File: src/rtl/menu_sel_ctl_if.sv
// Video, pointer and selection signals of the menu selection controller.
interface menu_sel_ctl_if #(
  parameter int unsigned IDX_W = 2
);
  logic [10:0]      hcount_in;
  logic [10:0]      vcount_in;
  logic             hsync_in;
  logic             vsync_in;
  logic             hblnk_in;
  logic             vblnk_in;
  logic [11:0]      rgb_in;
  logic [11:0]      xpos;
  logic [11:0]      ypos;
  logic             mouse_left;
  logic             hsync_out;
  logic             vsync_out;
  logic [11:0]      rgb_out;
  logic [IDX_W-1:0] hover_idx;
  logic             hover_valid;
  logic [IDX_W-1:0] sel_idx;
  logic             sel_stb;

  // Upstream video source / pointer side
  modport master (
    output hcount_in, vcount_in, hsync_in, vsync_in, hblnk_in, vblnk_in, rgb_in,
    output xpos, ypos, mouse_left,
    input  hsync_out, vsync_out, rgb_out, hover_idx, hover_valid, sel_idx, sel_stb
  );

  // Controller side
  modport slave (
    input  hcount_in, vcount_in, hsync_in, vsync_in, hblnk_in, vblnk_in, rgb_in,
    input  xpos, ypos, mouse_left,
    output hsync_out, vsync_out, rgb_out, hover_idx, hover_valid, sel_idx, sel_stb
  );
endinterface

File: src/rtl/menu_sel_ctl.sv
// Menu selection controller: per-frame pointer hit test, press/release
// confirm FSM and hover/press/selected border overlay on the video stream.
module menu_sel_ctl #(
  parameter int unsigned N_ITEMS     = 4,
  parameter int unsigned IDX_W       = 2,
  parameter int unsigned ITEM_X      = 384,
  parameter int unsigned ITEM_Y0     = 72,
  parameter int unsigned ITEM_PITCH  = 200,
  parameter int unsigned ITEM_W      = 256,
  parameter int unsigned ITEM_H      = 64,
  parameter int unsigned BORDER      = 4,
  parameter logic [11:0] HOVER_COLOR = 12'hFF0,
  parameter logic [11:0] PRESS_COLOR = 12'hF80,
  parameter logic [11:0] SEL_COLOR   = 12'h0F0,
  parameter int unsigned DEFAULT_SEL = 0
) (
  input  logic          clk,
  input  logic          rst,
  menu_sel_ctl_if.slave bus
);

  localparam logic [IDX_W-1:0] DEFAULT_SEL_W = IDX_W'(DEFAULT_SEL);
  localparam logic [11:0]      X_LO          = 12'(ITEM_X);
  localparam logic [11:0]      X_HI          = 12'(ITEM_X + ITEM_W);
  localparam logic [11:0]      X_LO_IN       = 12'(ITEM_X + BORDER);
  localparam logic [11:0]      X_HI_IN       = 12'(ITEM_X + ITEM_W - BORDER);

  // Index width must be able to address every item
  if (N_ITEMS < 1 || (64'd1 << IDX_W) < 64'(N_ITEMS)) begin : g_bad_cfg
    $error("menu_sel_ctl: IDX_W too narrow for N_ITEMS");
  end

  typedef enum logic [1:0] {
    S_IDLE,
    S_PRESS,
    S_WAIT_REL,
    S_CONFIRM
  } state_t;

  function automatic logic [11:0] item_top(input int unsigned k);
    return 12'(ITEM_Y0 + k * ITEM_PITCH);
  endfunction

  function automatic logic [11:0] item_bot(input int unsigned k);
    return 12'(ITEM_Y0 + k * ITEM_PITCH + ITEM_H);
  endfunction

  function automatic logic in_rect(input int unsigned k, input logic [11:0] x,
                                   input logic [11:0] y);
    return (x >= X_LO) && (x < X_HI) && (y >= item_top(k)) && (y < item_bot(k));
  endfunction

  function automatic logic in_border(input int unsigned k, input logic [11:0] x,
                                     input logic [11:0] y);
    logic near_edge;
    near_edge = (x < X_LO_IN) || (x >= X_HI_IN) ||
                (y < 12'(item_top(k) + 12'(BORDER))) ||
                (y >= 12'(item_bot(k) - 12'(BORDER)));
    return in_rect(k, x, y) && near_edge;
  endfunction

  // Per-frame pointer samples
  logic             vsync_prev;
  logic             vs_rise_c;
  logic [11:0]      x_smp;
  logic [11:0]      y_smp;
  logic             btn_smp;
  logic             btn_prev;
  logic             smp_vld;

  // Hit test and selection state
  logic             hit_c;
  logic [IDX_W-1:0] hit_idx_c;
  logic             press_c;
  logic             release_c;
  logic             press_load_c;
  logic             confirm_c;
  state_t           state;
  state_t           state_nxt;
  logic [IDX_W-1:0] press_idx;
  logic [IDX_W-1:0] hover_idx;
  logic             hover_valid;
  logic [IDX_W-1:0] sel_idx;
  logic             sel_stb;

  // Video pipeline
  logic [11:0]        h12_c;
  logic [11:0]        v12_c;
  logic               hs1;
  logic               vs1;
  logic               blank1;
  logic [11:0]        rgb1;
  logic [N_ITEMS-1:0] border1;
  logic               sel_bdr_c;
  logic               press_bdr_c;
  logic               hover_bdr_c;
  logic [11:0]        rgb_nxt_c;
  logic               hsync_out;
  logic               vsync_out;
  logic [11:0]        rgb_out;

  assign vs_rise_c = bus.vsync_in & ~vsync_prev;
  assign press_c   = smp_vld & btn_smp & ~btn_prev;
  assign release_c = smp_vld & ~btn_smp & btn_prev;
  assign h12_c     = {1'b0, bus.hcount_in};
  assign v12_c     = {1'b0, bus.vcount_in};

  // Capture pointer and button once per frame on the vsync rising edge
  always_ff @(posedge clk) begin
    if (rst) begin
      vsync_prev <= 1'b0;
      x_smp      <= '0;
      y_smp      <= '0;
      btn_smp    <= 1'b0;
      btn_prev   <= 1'b0;
      smp_vld    <= 1'b0;
    end else begin
      vsync_prev <= bus.vsync_in;
      smp_vld    <= vs_rise_c;
      if (vs_rise_c) begin
        x_smp    <= bus.xpos;
        y_smp    <= bus.ypos;
        btn_prev <= btn_smp;
        btn_smp  <= bus.mouse_left;
      end
    end
  end

  // Which item the sampled pointer is over; lowest index wins
  always_comb begin
    hit_c     = 1'b0;
    hit_idx_c = '0;
    for (int unsigned k = 0; k < N_ITEMS; k++) begin
      if (!hit_c && in_rect(k, x_smp, y_smp)) begin
        hit_c     = 1'b1;
        hit_idx_c = IDX_W'(k);
      end
    end
  end

  // Hover follows the samples; index holds when nothing is hit
  always_ff @(posedge clk) begin
    if (rst) begin
      hover_valid <= 1'b0;
      hover_idx   <= '0;
    end else if (hit_c) begin
      hover_valid <= 1'b1;
      hover_idx   <= hit_idx_c;
    end else begin
      hover_valid <= 1'b0;
    end
  end

  // Selection FSM state register
  always_ff @(posedge clk) begin
    if (rst) state <= S_IDLE;
    else     state <= state_nxt;
  end

  // Selection FSM next state, advanced only by frame-sample button edges
  always_comb begin
    state_nxt    = state;
    press_load_c = 1'b0;
    confirm_c    = 1'b0;
    case (state)
      S_IDLE: begin
        if (press_c) begin
          if (hit_c) begin
            press_load_c = 1'b1;
            state_nxt    = S_PRESS;
          end else begin
            state_nxt = S_WAIT_REL;
          end
        end
      end
      S_PRESS: begin
        if (release_c) begin
          state_nxt = (hit_c && (hit_idx_c == press_idx)) ? S_CONFIRM : S_IDLE;
        end
      end
      S_WAIT_REL: begin
        if (release_c) state_nxt = S_IDLE;
      end
      S_CONFIRM: begin
        confirm_c = 1'b1;
        state_nxt = S_IDLE;
      end
      default: state_nxt = S_IDLE;
    endcase
  end

  // Pressed item latch, confirmed selection and its strobe
  always_ff @(posedge clk) begin
    if (rst) begin
      press_idx <= '0;
      sel_idx   <= DEFAULT_SEL_W;
      sel_stb   <= 1'b0;
    end else begin
      sel_stb <= confirm_c;
      if (press_load_c) press_idx <= hit_idx_c;
      if (confirm_c)    sel_idx   <= press_idx;
    end
  end

  // Stage 1: delay timing/colour and flag pixels lying on an item border
  always_ff @(posedge clk) begin
    if (rst) begin
      hs1     <= 1'b0;
      vs1     <= 1'b0;
      blank1  <= 1'b0;
      rgb1    <= '0;
      border1 <= '0;
    end else begin
      hs1    <= bus.hsync_in;
      vs1    <= bus.vsync_in;
      blank1 <= bus.hblnk_in | bus.vblnk_in;
      rgb1   <= bus.rgb_in;
      for (int unsigned k = 0; k < N_ITEMS; k++) begin
        border1[k] <= in_border(k, h12_c, v12_c);
      end
    end
  end

  // Stage 2 colour pick: blanking, selected, pressed, hovered, passthrough
  always_comb begin
    sel_bdr_c   = 1'b0;
    press_bdr_c = 1'b0;
    hover_bdr_c = 1'b0;
    for (int unsigned k = 0; k < N_ITEMS; k++) begin
      if (border1[k]) begin
        if (IDX_W'(k) == sel_idx)   sel_bdr_c   = 1'b1;
        if (IDX_W'(k) == press_idx) press_bdr_c = 1'b1;
        if (IDX_W'(k) == hover_idx) hover_bdr_c = 1'b1;
      end
    end
    if (blank1)                             rgb_nxt_c = 12'h000;
    else if (sel_bdr_c)                     rgb_nxt_c = SEL_COLOR;
    else if (press_bdr_c && state == S_PRESS) rgb_nxt_c = PRESS_COLOR;
    else if (hover_bdr_c && hover_valid)    rgb_nxt_c = HOVER_COLOR;
    else                                    rgb_nxt_c = rgb1;
  end

  // Stage 2 output registers
  always_ff @(posedge clk) begin
    if (rst) begin
      hsync_out <= 1'b0;
      vsync_out <= 1'b0;
      rgb_out   <= '0;
    end else begin
      hsync_out <= hs1;
      vsync_out <= vs1;
      rgb_out   <= rgb_nxt_c;
    end
  end

  assign bus.hsync_out   = hsync_out;
  assign bus.vsync_out   = vsync_out;
  assign bus.rgb_out     = rgb_out;
  assign bus.hover_idx   = hover_idx;
  assign bus.hover_valid = hover_valid;
  assign bus.sel_idx     = sel_idx;
  assign bus.sel_stb     = sel_stb;

endmodule

File: src/flat_wrapper.sv
// flat-port wrapper written by rule: the top's interface ports become plain ports
module menu_sel_ctl_flat 
#(
  parameter int unsigned N_ITEMS     = 4,
  parameter int unsigned IDX_W       = 2,
  parameter int unsigned ITEM_X      = 384,
  parameter int unsigned ITEM_Y0     = 72,
  parameter int unsigned ITEM_PITCH  = 200,
  parameter int unsigned ITEM_W      = 256,
  parameter int unsigned ITEM_H      = 64,
  parameter int unsigned BORDER      = 4,
  parameter logic [11:0] HOVER_COLOR = 12'hFF0,
  parameter logic [11:0] PRESS_COLOR = 12'hF80,
  parameter logic [11:0] SEL_COLOR   = 12'h0F0,
  parameter int unsigned DEFAULT_SEL = 0
)
  (clk, rst, bus_hcount_in, bus_vcount_in, bus_hsync_in, bus_vsync_in, bus_hblnk_in, bus_vblnk_in, bus_rgb_in, bus_xpos, bus_ypos, bus_mouse_left, bus_hsync_out, bus_vsync_out, bus_rgb_out, bus_hover_idx, bus_hover_valid, bus_sel_idx, bus_sel_stb);
  menu_sel_ctl_if #(.IDX_W(IDX_W)) bus_i ();
  input  logic clk;
  input  logic rst;
  input wire logic [$bits(bus_i.hcount_in)-1:0] bus_hcount_in;
  input wire logic [$bits(bus_i.vcount_in)-1:0] bus_vcount_in;
  input wire logic [$bits(bus_i.hsync_in)-1:0] bus_hsync_in;
  input wire logic [$bits(bus_i.vsync_in)-1:0] bus_vsync_in;
  input wire logic [$bits(bus_i.hblnk_in)-1:0] bus_hblnk_in;
  input wire logic [$bits(bus_i.vblnk_in)-1:0] bus_vblnk_in;
  input wire logic [$bits(bus_i.rgb_in)-1:0] bus_rgb_in;
  input wire logic [$bits(bus_i.xpos)-1:0] bus_xpos;
  input wire logic [$bits(bus_i.ypos)-1:0] bus_ypos;
  input wire logic [$bits(bus_i.mouse_left)-1:0] bus_mouse_left;
  output wire logic [$bits(bus_i.hsync_out)-1:0] bus_hsync_out;
  output wire logic [$bits(bus_i.vsync_out)-1:0] bus_vsync_out;
  output wire logic [$bits(bus_i.rgb_out)-1:0] bus_rgb_out;
  output wire logic [$bits(bus_i.hover_idx)-1:0] bus_hover_idx;
  output wire logic [$bits(bus_i.hover_valid)-1:0] bus_hover_valid;
  output wire logic [$bits(bus_i.sel_idx)-1:0] bus_sel_idx;
  output wire logic [$bits(bus_i.sel_stb)-1:0] bus_sel_stb;
  assign bus_i.hcount_in = bus_hcount_in;
  assign bus_i.vcount_in = bus_vcount_in;
  assign bus_i.hsync_in = bus_hsync_in;
  assign bus_i.vsync_in = bus_vsync_in;
  assign bus_i.hblnk_in = bus_hblnk_in;
  assign bus_i.vblnk_in = bus_vblnk_in;
  assign bus_i.rgb_in = bus_rgb_in;
  assign bus_i.xpos = bus_xpos;
  assign bus_i.ypos = bus_ypos;
  assign bus_i.mouse_left = bus_mouse_left;
  assign bus_hsync_out = bus_i.hsync_out;
  assign bus_vsync_out = bus_i.vsync_out;
  assign bus_rgb_out = bus_i.rgb_out;
  assign bus_hover_idx = bus_i.hover_idx;
  assign bus_hover_valid = bus_i.hover_valid;
  assign bus_sel_idx = bus_i.sel_idx;
  assign bus_sel_stb = bus_i.sel_stb;
  menu_sel_ctl #(.N_ITEMS(N_ITEMS), .IDX_W(IDX_W), .ITEM_X(ITEM_X), .ITEM_Y0(ITEM_Y0), .ITEM_PITCH(ITEM_PITCH), .ITEM_W(ITEM_W), .ITEM_H(ITEM_H), .BORDER(BORDER), .HOVER_COLOR(HOVER_COLOR), .PRESS_COLOR(PRESS_COLOR), .SEL_COLOR(SEL_COLOR), .DEFAULT_SEL(DEFAULT_SEL)) u_core (.clk(clk), .rst(rst), .bus(bus_i));
endmodule
File: config.mk
export PLATFORM = sky130hd
export DESIGN_NAME = menu_sel_ctl_flat
export DESIGN_NICKNAME = d
export VERILOG_FILES = /design/src/rtl/menu_sel_ctl_if.sv /design/src/rtl/menu_sel_ctl.sv /design/src/flat_wrapper.sv
export SDC_FILE = /design/constraint.sdc
export NUM_CORES = 1
export LEC_CHECK = 0
export BUFFER_PORTS_ARGS = -buffer_cell sky130_fd_sc_hd__buf_4
export CELL_PAD_IN_SITES_DETAIL_PLACEMENT = 1
export CELL_PAD_IN_SITES_GLOBAL_PLACEMENT = 2
export CORE_MARGIN = 3
export CORE_UTILIZATION = 29
export CTS_BUF_LIST = sky130_fd_sc_hd__clkbuf_4
export CTS_CLUSTER_DIAMETER = 30
export DETAILED_ROUTE_END_ITERATION = 10
export GPL_ROUTABILITY_DRIVEN = 0
export PLACE_DENSITY_LB_ADDON = 0.1
export SLEW_MARGIN = 15
export SYNTH_ARGS = -nofsm -noshare
export SYNTH_HDL_FRONTEND = slang
export SYNTH_SLANG_ARGS = --single-unit
export TNS_END_PERCENT = 20
File: constraint.sdc
create_clock -name clk -period 2.1 [get_ports clk]
set_input_delay 0.21 -clock clk [delete_from_list [all_inputs] [get_ports clk]]
set_output_delay 0.21 -clock clk [all_outputs]
set_load 0.02 [all_outputs]
### Word-level counts from Yosys, hierarchy flattened

Cells that the tools add are included.

| word-level totals | value |
|---|---|
| word-level logic and storage cells | 168 |
| output and inout bits | 20 |
| flip-flop bits (word level) | 70 |

| cells by class | value |
|---|---|
| bitwise gates (word level) | 9 |
| mux-type cells | 44 |
| equal/unequal tests | 16 |
| magnitude comparators | 30 |
| reduce and logical (&&, ||, !) cells | 48 |

Operator list:

| cell | number |
|---|---|
| $ge A11 B10 Y1 const B | 4 |
| $ge A11 B9 Y1 const B | 4 |
| $lt A11 B10 Y1 const B | 4 |
| $lt A11 B9 Y1 const B | 4 |
| $ge A12 B9 Y1 const B | 3 |
| $lt A12 B10 Y1 const B | 3 |
| $mux W1 | 33 |
| $logic_and A1 B1 Y1 | 28 |
| $mux W12 | 2 |
| $mux W2 | 7 |
| $eq A2 B2 Y1 const A | 6 |
| $ge A12 B10 Y1 const B | 1 |
| $ge A12 B7 Y1 const B | 1 |
| $lt A12 B8 Y1 const B | 1 |
| $lt A12 B9 Y1 const B | 1 |
| $ge A11 B7 Y1 const B | 1 |
| $ge A11 B8 Y1 const B | 1 |
| $lt A11 B7 Y1 const B | 1 |
| $lt A11 B8 Y1 const B | 1 |
| $logic_or A1 B1 Y1 | 9 |
| $logic_not A2 Y1 | 4 |
| $mux W8 | 1 |
| $pmux W2 S4 | 1 |
| $eq A1 B2 Y1 const A | 3 |
| 12 further kinds | 23 |

### Logic depth before layout (Yosys ltp)

Gate-level depths: netlist of run 1.

| depth | value |
|---|---|
| word-level depth | 19 |
| mapped depth | 7 |
| mapped depth without buffers | 6 |

### Worst setup path after synthesis of run 1

OpenSTA, ideal clock, no wires.

| path | value |
|---|---|
| path kind | reg2reg |
| from | register u_core.y_smp[5] |
| to | register u_core.state[0] |
| cell stages (with the launch flop) | 8 |
| setup slack | 0.194 ns |
| clock period less this slack | 1.906 ns |
| arrival | 1.820 ns |
| setup time | 0.086 ns |
| path through | dfxtp_1 buf_4 nor2_1 or4b_4 a311oi_4 nor3_1 a211o_1 a221oi_2 |

| on the way | value |
|---|---|
| cells in the longest elaborated chain, start to end | 18 |

Ends and longest elaborated chain:

| element | RTL line | source |
|---|---|---|
| start, declared | menu_sel_ctl.sv:66 | `logic [11:0] y_smp;` |
| start signal, assigned | menu_sel_ctl.sv:122 | `y_smp <= bus.ypos;` |
| $ge A12 B7 Y1 | menu_sel_ctl.sv:50 | `return (x >= X_LO) && (x < X_HI) && (y >= item_top(k)) && (y < item_bot(k));` |
| $logic_and A1 B1 Y1 (2 in a row) | menu_sel_ctl.sv:50 |  |
| $mux W1 | menu_sel_ctl.sv:134 | `if (!hit_c && in_rect(k, x_smp, y_smp)) begin` |
| $logic_not A1 Y1 | menu_sel_ctl.sv:134 |  |
| $logic_and A1 B1 Y1 | menu_sel_ctl.sv:134 |  |
| $mux W1 | menu_sel_ctl.sv:134 |  |
| $logic_not A1 Y1 | menu_sel_ctl.sv:134 |  |
| $logic_and A1 B1 Y1 | menu_sel_ctl.sv:134 |  |
| $mux W1 | menu_sel_ctl.sv:134 |  |
| $logic_not A1 Y1 | menu_sel_ctl.sv:134 |  |
| $logic_and A1 B1 Y1 | menu_sel_ctl.sv:134 |  |
| $mux W2 | menu_sel_ctl.sv:134 |  |
| $eq A2 B2 Y1 | menu_sel_ctl.sv:178 | `state_nxt = (hit_c && (hit_idx_c == press_idx)) ? S_CONFIRM : S_IDLE;` |
| $logic_and A1 B1 Y1 | menu_sel_ctl.sv:178 |  |
| $mux W2 | menu_sel_ctl.sv:178 |  |
| $mux W2 | menu_sel_ctl.sv:177 | `if (release_c) begin` |
| $pmux W2 S4 (*) | menu_sel_ctl.sv:165 | `case (state)` |
| end signal, assigned | menu_sel_ctl.sv:157 | `else state <= state_nxt;` |
| end, declared | menu_sel_ctl.sv:78 | `state_t state;` |

Mark *: on every way between the ends. The rest lies on a longest branch, timed or not. The select of a mux whose other input is x is not followed.
A chain may end at the register's enable or synchronous reset.

### Worst setup path in the final report of run 1

| path | value |
|---|---|
| from | register u_core.y_smp[6] |
| to | register u_core.state[0] |

The elaborated chain is that of the path after synthesis.

==> results.json, run 1 <==
{
  "ir_drop_mv": 0.299,
  "yosysTopAreaCell": "dfxtp_1",
  "min_period_ns": 1.94,
  "relSlewSlack_pct": 57.5,
  "root_buffer": "clkbuf_4",
  "syn_to_final_growth_pct": 36.2,
  "hold_viol": 0,
  "crit_required_ns": 2.42,
  "drt_pass1_iterations": 4,
  "wirelength_um": 6350,
  "finalPower_mw": 2.42,
  "ys_types": 45,
  "insertion_delay_ns": 0.39,
  "switchingPower_mw": 0.602,
  "synthArstFlopShare_pct": 0,
  "cp_top_family": "compound AO/OA/AOI/OAI gates",
  "grt_usage_pct": 13.7,
  "synth-seq-area-share_pct": 47.4,
  "sw_frac_of_total_pct": 24.8,
  "skew_ns": 0.0170,
  "clk_path_buf_depth": 2,
  "initial_core_util_pct": 30.4,
  "post-route-util_pct": 41.4,
  "netlist_area_um2": 2530,
  "routed_via_density": 4.72,
  "ys.flop_type": "dfxtp_1",
  "max_freq_mhz": 515,
  "core.rowCount": 33,
  "pre_cts_slack_ns": 0.0499,
  "synth_area_leaders": "dfxtp_1 (47%), nand2_1 (7.4%), a21oi_1 (6.1%)",
  "finalNetCount": 434,
  "dp_hpwl_um": 4670,
  "path_buf_inv": 0,
  "yosysWarnings": 0,
  "cp-start-kind": "flop",
  "crit_chain": "or4b_4 > a311oi_4 > nor3_1 > a211o_1 > a221oi_2",
  "crit_type": "reg2reg",
  "grt_overflow": 0,
  "rsz0062_at_grt": "true",
  "crit_fanout": 11,
  "design.die.area_um2": 9890,
  "ios": 85,
  "ant_nets": 0,
  "grt_pass1_wl_um": 10900,
  "vias": 2260,
  "ys_ff_latch": 60,
  "first_global_vias": 2307,
  "io_buffers": 70,
  "arrival_ns": 2.26,
  "drv_cap": 0,
  "share_comb_of_total_power_pct": 11.4,
  "synth_edf_count": 0,
  "power_frac_clock_pct": 38.6,
  "syn_nets": 355,
  "cp_num_cells": 5,
  "grt_antenna_before_repair": 0,
  "critical_path.max_stage_delay_ns": 0.57,
  "finalCritPeriodShare_pct": 92.5,
  "fin_tns_setup_ns": 0,
  "drive_above_1_share_pct": 28.6,
  "yosys.area.top_type_share_pct": 47.4,
  "hold_ws_ns": 0.0398,
  "min_path_cells": 2,
  "h-tree-depth": 3,
  "antenna_cells": 0,
  "p_leak_nw": 1.43,
  "setup_viol": 0,
  "finalWorstSetupSlack_ns": 0.158,
  "worst_pin_slew_ns": 0.629,
  "reg2reg_depth": 5,
  "path_clk_slew_ns": 0.12,
  "cts_buffers": 9,
  "slew_viol_final": 0,
  "p_int_mw": 1.82,
  "syn_avg_cell_area_um2": 8.73,
  "grt_max_degree": 50,
  "synth_cells": 290,
  "pwr-share-seq_pct": 50.0,
  "fp.dieH_um": 99.4,
  "drc": 0,
  "numClockSinks": 60,
  "p_per_area_nw_per_um2": 702,
  "min_path_type": "in2reg",
  "tritoncts": "built",
  "first_iter_violations": 52,
  "die_width_um": 99.4,
  "cp_slowest_cell": "or4b_4",
  "coreArea_um2": 8340,
  "wl_per_cell_um": 13.3,
  "end_kind": "flop",
  "status": "finished, final reports clean"
}
## cell families after synthesis
family	Yosys count	share of synthesized area (%)
AOI/OAI and AO/OA	60	15.1
muxes	5	3.51
buffers and inverters	20	3.16
and+or+nand+nor	141	29.4
DFF	60	47.4
xor gates and xnor gates	4	1.38
## sequential cells by signal, summed over array words and instances, names as in the netlist, 2 cells and up
signal and flops:
u_core.rgb1 12, u_core.press_idx 2, u_core.x_smp 5, u_core.state 2
u_core.y_smp 9, u_core.border1 4, u_core.bus.hover_idx 2, u_core.bus.rgb_out 12
u_core.bus.sel_idx 2
## routing by layer
metal | global-route usage (%) | wire length [um]
met5 | 0 | 0
met4 | 4.41 | 48
met3 | 3.51 | 304
met2 | 23.4 | 3120
met1 | 16.8 | 2880
## Yosys cell counts, drive strengths merged, types with 2 or more instances
master,n
inv,2
nand3,4
and3b,4
xor2,4
buf,5
a31oi,6
nand2b,4
and3,4
nor3,13
nor2b,21
nand2,50
nor4b,4
o21ai,9
clkbuf,13
a21oi,31
nand4b,2
or4b,3
nor2,16
and2,4
o21a,5
a311oi,2
nor3b,5
mux4,3
nand4,2
dfxtp,60
## cell usage in the layout (no fill, tap or decap), types with 2 or more instances in the layout
master / instances
o21ai_1: 3
o21a_1: 5
dlygate4sd3_1: 9
dfxtp_2: 3
nand3_1: 4
and2_1: 4
mux4_2: 3
or4b_1: 2
a31oi_1: 5
dfxtp_1: 57
nor3b_1: 4
bufinv_16: 2
nor3_1: 13
and3_1: 4
xor2_1: 4
nor4b_1: 3
o21ai_0: 6
and3b_1: 4
nand4b_1: 2
nor2_1: 16
clkinv_4: 2
nand2b_1: 4
buf_4: 77
a21oi_1: 31
inv_1: 2
nor2b_1: 20
nand2_1: 50
nand4_1: 2
clkbuf_4: 9
## cell type report
cell class	count	area, um^2
well taps	105	131
multi-input cells	210	1270
fillers	1021	4890
repair buffers	86	668
inverters	2	7.51
flip-flops and latches	60	1200
clock buffers	9	67.6
clock inverters	7	98.8
## power by group through the flow
stage          combinational (mW)  sequential, mW  clock (mW)
6_report                    0.277            1.21       0.934
5_1_grt                     0.311            1.22        1.04
4_1_cts                     0.280            1.21       0.986
3_5_place_dp                0.265            1.24           0
3_3_place_gp                0.261            1.23           0
2_1_floorplan               0.130            1.24           0
## final timing paths
check,start,end,slack [ns]
max,u_core.y_smp[6],u_core.state[0],0.16
max reg2reg,u_core.y_smp[6],u_core.state[0],0.16
min reg2reg,u_core.rgb1[1],u_core.bus.rgb_out[1],0.43
min,bus_hsync_in,u_core.hs1,0.04
## stage by stage
stage                     std cells  cell area, um^2
after floorplan                 290             2530
after global placement          454             3170
after detailed placement        454             3170
after CTS                       479             3430
after global routing            479             3450
final                           479             3450
## repair_timing
item                                   in CTS  in global routing
setup endpoints to repair                   0                  4
resized for setup                           0                  7
endpoints found under the hold margin       8                  0
buffers inserted                            0                  0
hold buffers                                9                  0
Note: power is estimated with default switching activity, not from simulation.
==> run 2: changes to the inputs <==
CORE_MARGIN = not set   (was 3)
==> results.json, run 2 (synthesis results as in run 1) <==
{
  "status": "finished, final reports clean",
  "placed_cell_area_um2": 3180,
  "first_iter_violations": 57,
  "cp-start-kind": "flop",
  "finalNetCount": 433,
  "reg.largest.list": "u_core.bus.rgb_out (12), u_core.rgb1 (12), u_core.y_smp (9)",
  "dp_hpwl_um": 4480,
  "hold_viol": 0,
  "first_global_vias": 2261,
  "routed_via_density": 4.77,
  "path_clk_slew_ns": 0.11,
  "skew_ns": 0.0149,
  "die_width_um": 95.4,
  "grt_antenna_before_repair": 0,
  "syn_to_final_growth_pct": 35.7,
  "vias": 2279,
  "r2r_slack_ns": 0.12,
  "relSlewSlack_pct": 57.1,
  "drt_pass1_iterations": 4,
  "final_common_cell": "buf_4",
  "switchingPower_mw": 0.582,
  "slew_viol_final": 0,
  "stdcell_area_um2": 3440,
  "h-tree-depth": 3,
  "finalPower_mw": 2.52,
  "ios": 85,
  "sw_frac_of_total_pct": 23.1,
  "tritoncts": "built",
  "initial_core_util_pct": 30.4,
  "antenna_cells": 0,
  "ant_nets": 0,
  "clk_path_buf_depth": 2,
  "max_freq_mhz": 504,
  "cts_buffers": 9,
  "design.die.area_um2": 9110,
  "worst_pin_slew_ns": 0.641,
  "coreArea_um2": 8340,
  "setup_viol": 0,
  "finalCritPeriodShare_pct": 94.4,
  "end_kind": "flop",
  "wirelength_um": 6270,
  "power_frac_clock_pct": 41.1,
  "crit_type": "reg2reg",
  "post-route-util_pct": 41.2,
  "instances_no_fill": 478,
  "numClockSinks": 60,
  "min_period_ns": 1.98,
  "share_comb_of_total_power_pct": 11.0,
  "pwr-share-seq_pct": 48.0,
  "arrival_ns": 2.31,
  "core.rowCount": 33,
  "crit_fanout": 6,
  "drive_above_1_share_pct": 27.9,
  "crit_required_ns": 2.42,
  "wl_per_cell_um": 13.1,
  "grt_pass1_wl_um": 10600,
  "p_leak_nw": 1.43,
  "ir_drop_mv": 0.275,
  "final_cell_mix": "buf_4 (80), dfxtp_1 (59), nand2_1 (50), a21oi_1 (31), nor2b_1 (20)",
  "dp_cells": 456,
  "p_int_mw": 1.94,
  "min_path_type": "in2reg",
  "p_per_area_nw_per_um2": 733,
  "io_buffers": 70,
  "grt_overflow": 0,
  "grt_usage_pct": 15.1,
  "fp.dieH_um": 95.4,
  "insertion_delay_ns": 0.40,
  "grt_max_degree": 50,
  "drv_cap": 0,
  "drc": 0,
  "root_buffer": "clkbuf_4"
}
==> run 2: cell types whose count changed in the layout (fill, tap and decap cells not counted), moves of 2 or more <==
cell,delta
dfxtp_1,+2
clkinv_4,-2
dfxtp_2,-2
dlygate4sd3_1,-4
buf_4,+3
clkinv_1,+2
==> run 2: cell type report <==
class,count,area [um^2]
inverters,2,7.51
fillers,1007,4900
clock inverters,6,103
multi-input cells,210,1270
repair buffers,85,651
well taps,105,131
clock buffers,10,75.1
flip-flops and latches,60,1200
==> run 2: critical path, stage by stage, from the launching register on <==
cell and delay (ns):
dfxtp_1 0.43, nor3b_2 0.26, a21oi_1 0.08, or4b_1 0.58, xor2_1 0.16, nand3_1 0.13, a221oi_2 0.25
==> run 2: layer usage <==
layer  part of all wire (%)  up-vias  GRT usage, %  routed length (um)
met3                    4.7        9          4.31                 294
li1                       -     1172             -                   -
met1                     49     1049          19.4                3050
met4                    1.4        0          6.34                  85
met2                     45       49          23.6                2840
met5                      0        -             0                   0
==> run 2: worst paths after layout <==
kind,startpoint,to,depth (start not counted)
max reg2reg,u_core.y_smp[8],u_core.state[0],6
min,bus_rgb_in[2],u_core.rgb1[2],2
max,u_core.y_smp[8],u_core.state[0],6
min reg2reg,u_core.rgb1[0],u_core.bus.rgb_out[0],1
==> run 2: power groups by stage <==
| stage | Sequential (mW) | Combinational, mW | Clock (mW) |
|---|---|---|---|
| after floorplan | 1.24 | 0.130 | 0 |
| after global placement | 1.23 | 0.267 | 0 |
| after detailed placement | 1.23 | 0.271 | 0 |
| after CTS | 1.21 | 0.280 | 1.06 |
| after global routing | 1.22 | 0.310 | 1.12 |
| final | 1.21 | 0.276 | 1.03 |
==> run 2: stage by stage <==
stage	TNS (ns)	hold slack (ns)	setup WS [ns]
global route	-0.0280	0.0119	-0.0280
finish	0	0.0244	0.117
floorplan	0	0.289	0.194
detailed placement	0	0.419	0.0785
global placement	0	0.408	0.118
CTS	0	0.00409	0.0463
==> run 2: timing repair <==
action | in CTS | in global routing
resized for setup | 0 | 3
hold buffers | 5 | 0
endpoints found under the setup margin | 0 | 1
endpoints found under the hold margin | 5 | 0
setup buffers | 0 | 1
==> run 3: changes to the inputs <==
RECOVER_POWER = 25   (was not set)
SETUP_SLACK_MARGIN = 0.02   (was not set)
==> results.json, run 3 (synthesis results as in run 1) <==
{
  "pre_cts_slack_ns": 0.0785,
  "skew_ns": 0.0149,
  "dp_hpwl_um": 4480,
  "grt_antenna_before_repair": 0,
  "cp-start-kind": "flop",
  "reg.largest.list": "u_core.bus.rgb_out (12), u_core.rgb1 (12), u_core.y_smp (9)",
  "min_path_cells": 2,
  "cp_num_cells": 6,
  "relSlewSlack_pct": 57.1,
  "final_cell_mix": "buf_4 (74), dfxtp_1 (59), nand2_1 (50), a21oi_1 (31), nor2b_1 (20)",
  "end_kind": "flop",
  "antenna_cells": 0,
  "finalCritPeriodShare_pct": 94.5,
  "wirelength_um": 6270,
  "design.die.area_um2": 9110,
  "r2r_slack_ns": 0.12,
  "coreArea_um2": 8340,
  "drc": 0,
  "initial_core_util_pct": 30.4,
  "min_period_ns": 1.98,
  "ant_nets": 0,
  "tritoncts": "built",
  "routed_via_density": 4.77,
  "fp.dieH_um": 95.4,
  "drv_cap": 0,
  "max_freq_mhz": 504,
  "first_global_vias": 2261,
  "arrival_ns": 2.31,
  "finalNetCount": 433,
  "critical_path.max_stage_delay_ns": 0.58,
  "cp_slowest_cell": "or4b_1",
  "syn_to_final_growth_pct": 35.8,
  "drt_pass1_iterations": 4,
  "rr_startpoint": "u_core.y_smp[8]",
  "crit_required_ns": 2.42,
  "p_per_area_nw_per_um2": 732,
  "vias": 2280,
  "dp_cells": 456,
  "first_iter_violations": 57,
  "final_common_cell": "buf_4",
  "insertion_delay_ns": 0.40,
  "instances_no_fill": 478,
  "drive_above_1_share_pct": 27.9,
  "finalWorstSetupSlack_ns": 0.116,
  "grt_usage_pct": 15.1,
  "worst_pin_slew_ns": 0.641,
  "slew_viol_final": 0,
  "cp_top_family": "simple AND/OR/NAND/NOR gates",
  "min_from": "bus_rgb_in[2]",
  "grt_overflow": 0,
  "crit_type": "reg2reg",
  "h-tree-depth": 3,
  "numClockSinks": 60,
  "holdPathEnd": "u_core.rgb1[2]",
  "status": "finished, final reports clean",
  "path_buf_inv": 0,
  "setup_viol": 0,
  "hold_viol": 0,
  "grt_pass1_wl_um": 10600,
  "root_buffer": "clkbuf_4",
  "finalPower_mw": 2.52,
  "ir_drop_mv": 0.275,
  "die_width_um": 95.4,
  "grt_max_degree": 50,
  "cts_buffers": 9,
  "clk_path_buf_depth": 2,
  "io_buffers": 70,
  "wl_per_cell_um": 13.1,
  "p_leak_nw": 1.42,
  "min_path_type": "in2reg",
  "core.rowCount": 33,
  "path_clk_slew_ns": 0.11,
  "crit_fanout": 6,
  "r2r-end": "u_core.state[0]",
  "fin_tns_setup_ns": 0,
  "reg2reg_depth": 6,
  "ios": 85,
  "crit_chain": "nor3b_2 > a21oi_1 > or4b_1 > xor2_1 > nand3_1 > a221oi_2"
}
## run 3: metrics by stage
step	instance area (um^2)	util [%]	hold WS, ns
2_1_floorplan	2530	-	0.289
3_3_place_gp	3180	38.2	0.408
3_5_place_dp	3180	38.2	0.419
4_1_cts	3410	40.9	0.00409
5_1_grt	3440	41.2	0.0119
6_report	3440	41.2	0.0244
## run 3: cell type report
type                            count  area (um^2)
Tap cell                          105          131
Timing Repair Buffer               85          647
Multi-Input combinational cell    210         1270
Sequential cell                    60         1200
Fill cell                        1006         4900
Clock inverter                      6          103
Clock buffer                       10         75.1
Inverter                            2         7.51
## run 3: timing repair
| item | 4_1_cts | 5_1_grt |
|---|---|---|
| gates resized for setup | 0 | 4 |
| endpoints found under the setup margin | 0 | 2 |
| buffers inserted | 0 | 1 |
| hold buffers | 5 | 0 |
| endpoints found under the hold margin | 5 | 0 |
## run 3: layer usage
metal / share of wire (%) / GRT usage [%] / vias up
met5: 0 / 0 / -
met4: 1.4 / 6.34 / 0
met3: 4.7 / 4.31 / 9
met2: 45 / 23.6 / 49
met1: 49 / 19.4 / 1050
li1: - / - / 1172
## run 3: worst max path at each step
| stage | startpoint | end | slack (ns) |
|---|---|---|---|
| after floorplan | u_core.y_smp[5] | u_core.state[0] | 0.19 |
| after global placement | u_core.x_smp[10] | u_core.state[0] | 0.12 |
| after detailed placement | u_core.y_smp[8] | u_core.state[0] | 0.08 |
| after CTS | u_core.y_smp[8] | u_core.state[0] | 0.05 |
| after global routing | u_core.y_smp[8] | u_core.state[0] | -0.03 |
| final | u_core.y_smp[8] | u_core.state[0] | 0.12 |
## run 3: worst reg2reg max path: stages (launching register included)
cell	delay [ns]
dfxtp_1	0.43
nor3b_2	0.26
a21oi_1	0.09
or4b_1	0.58
xor2_1	0.16
nand3_1	0.13
a221oi_2	0.25
## run 3: where the power goes
group / total, mW / switching [mW] / internal [mW]
Sequential: 1.21 / 0.0278 / 1.18
Clock: 1.03 / 0.426 / 0.607
Combinational: 0.276 / 0.128 / 0.148
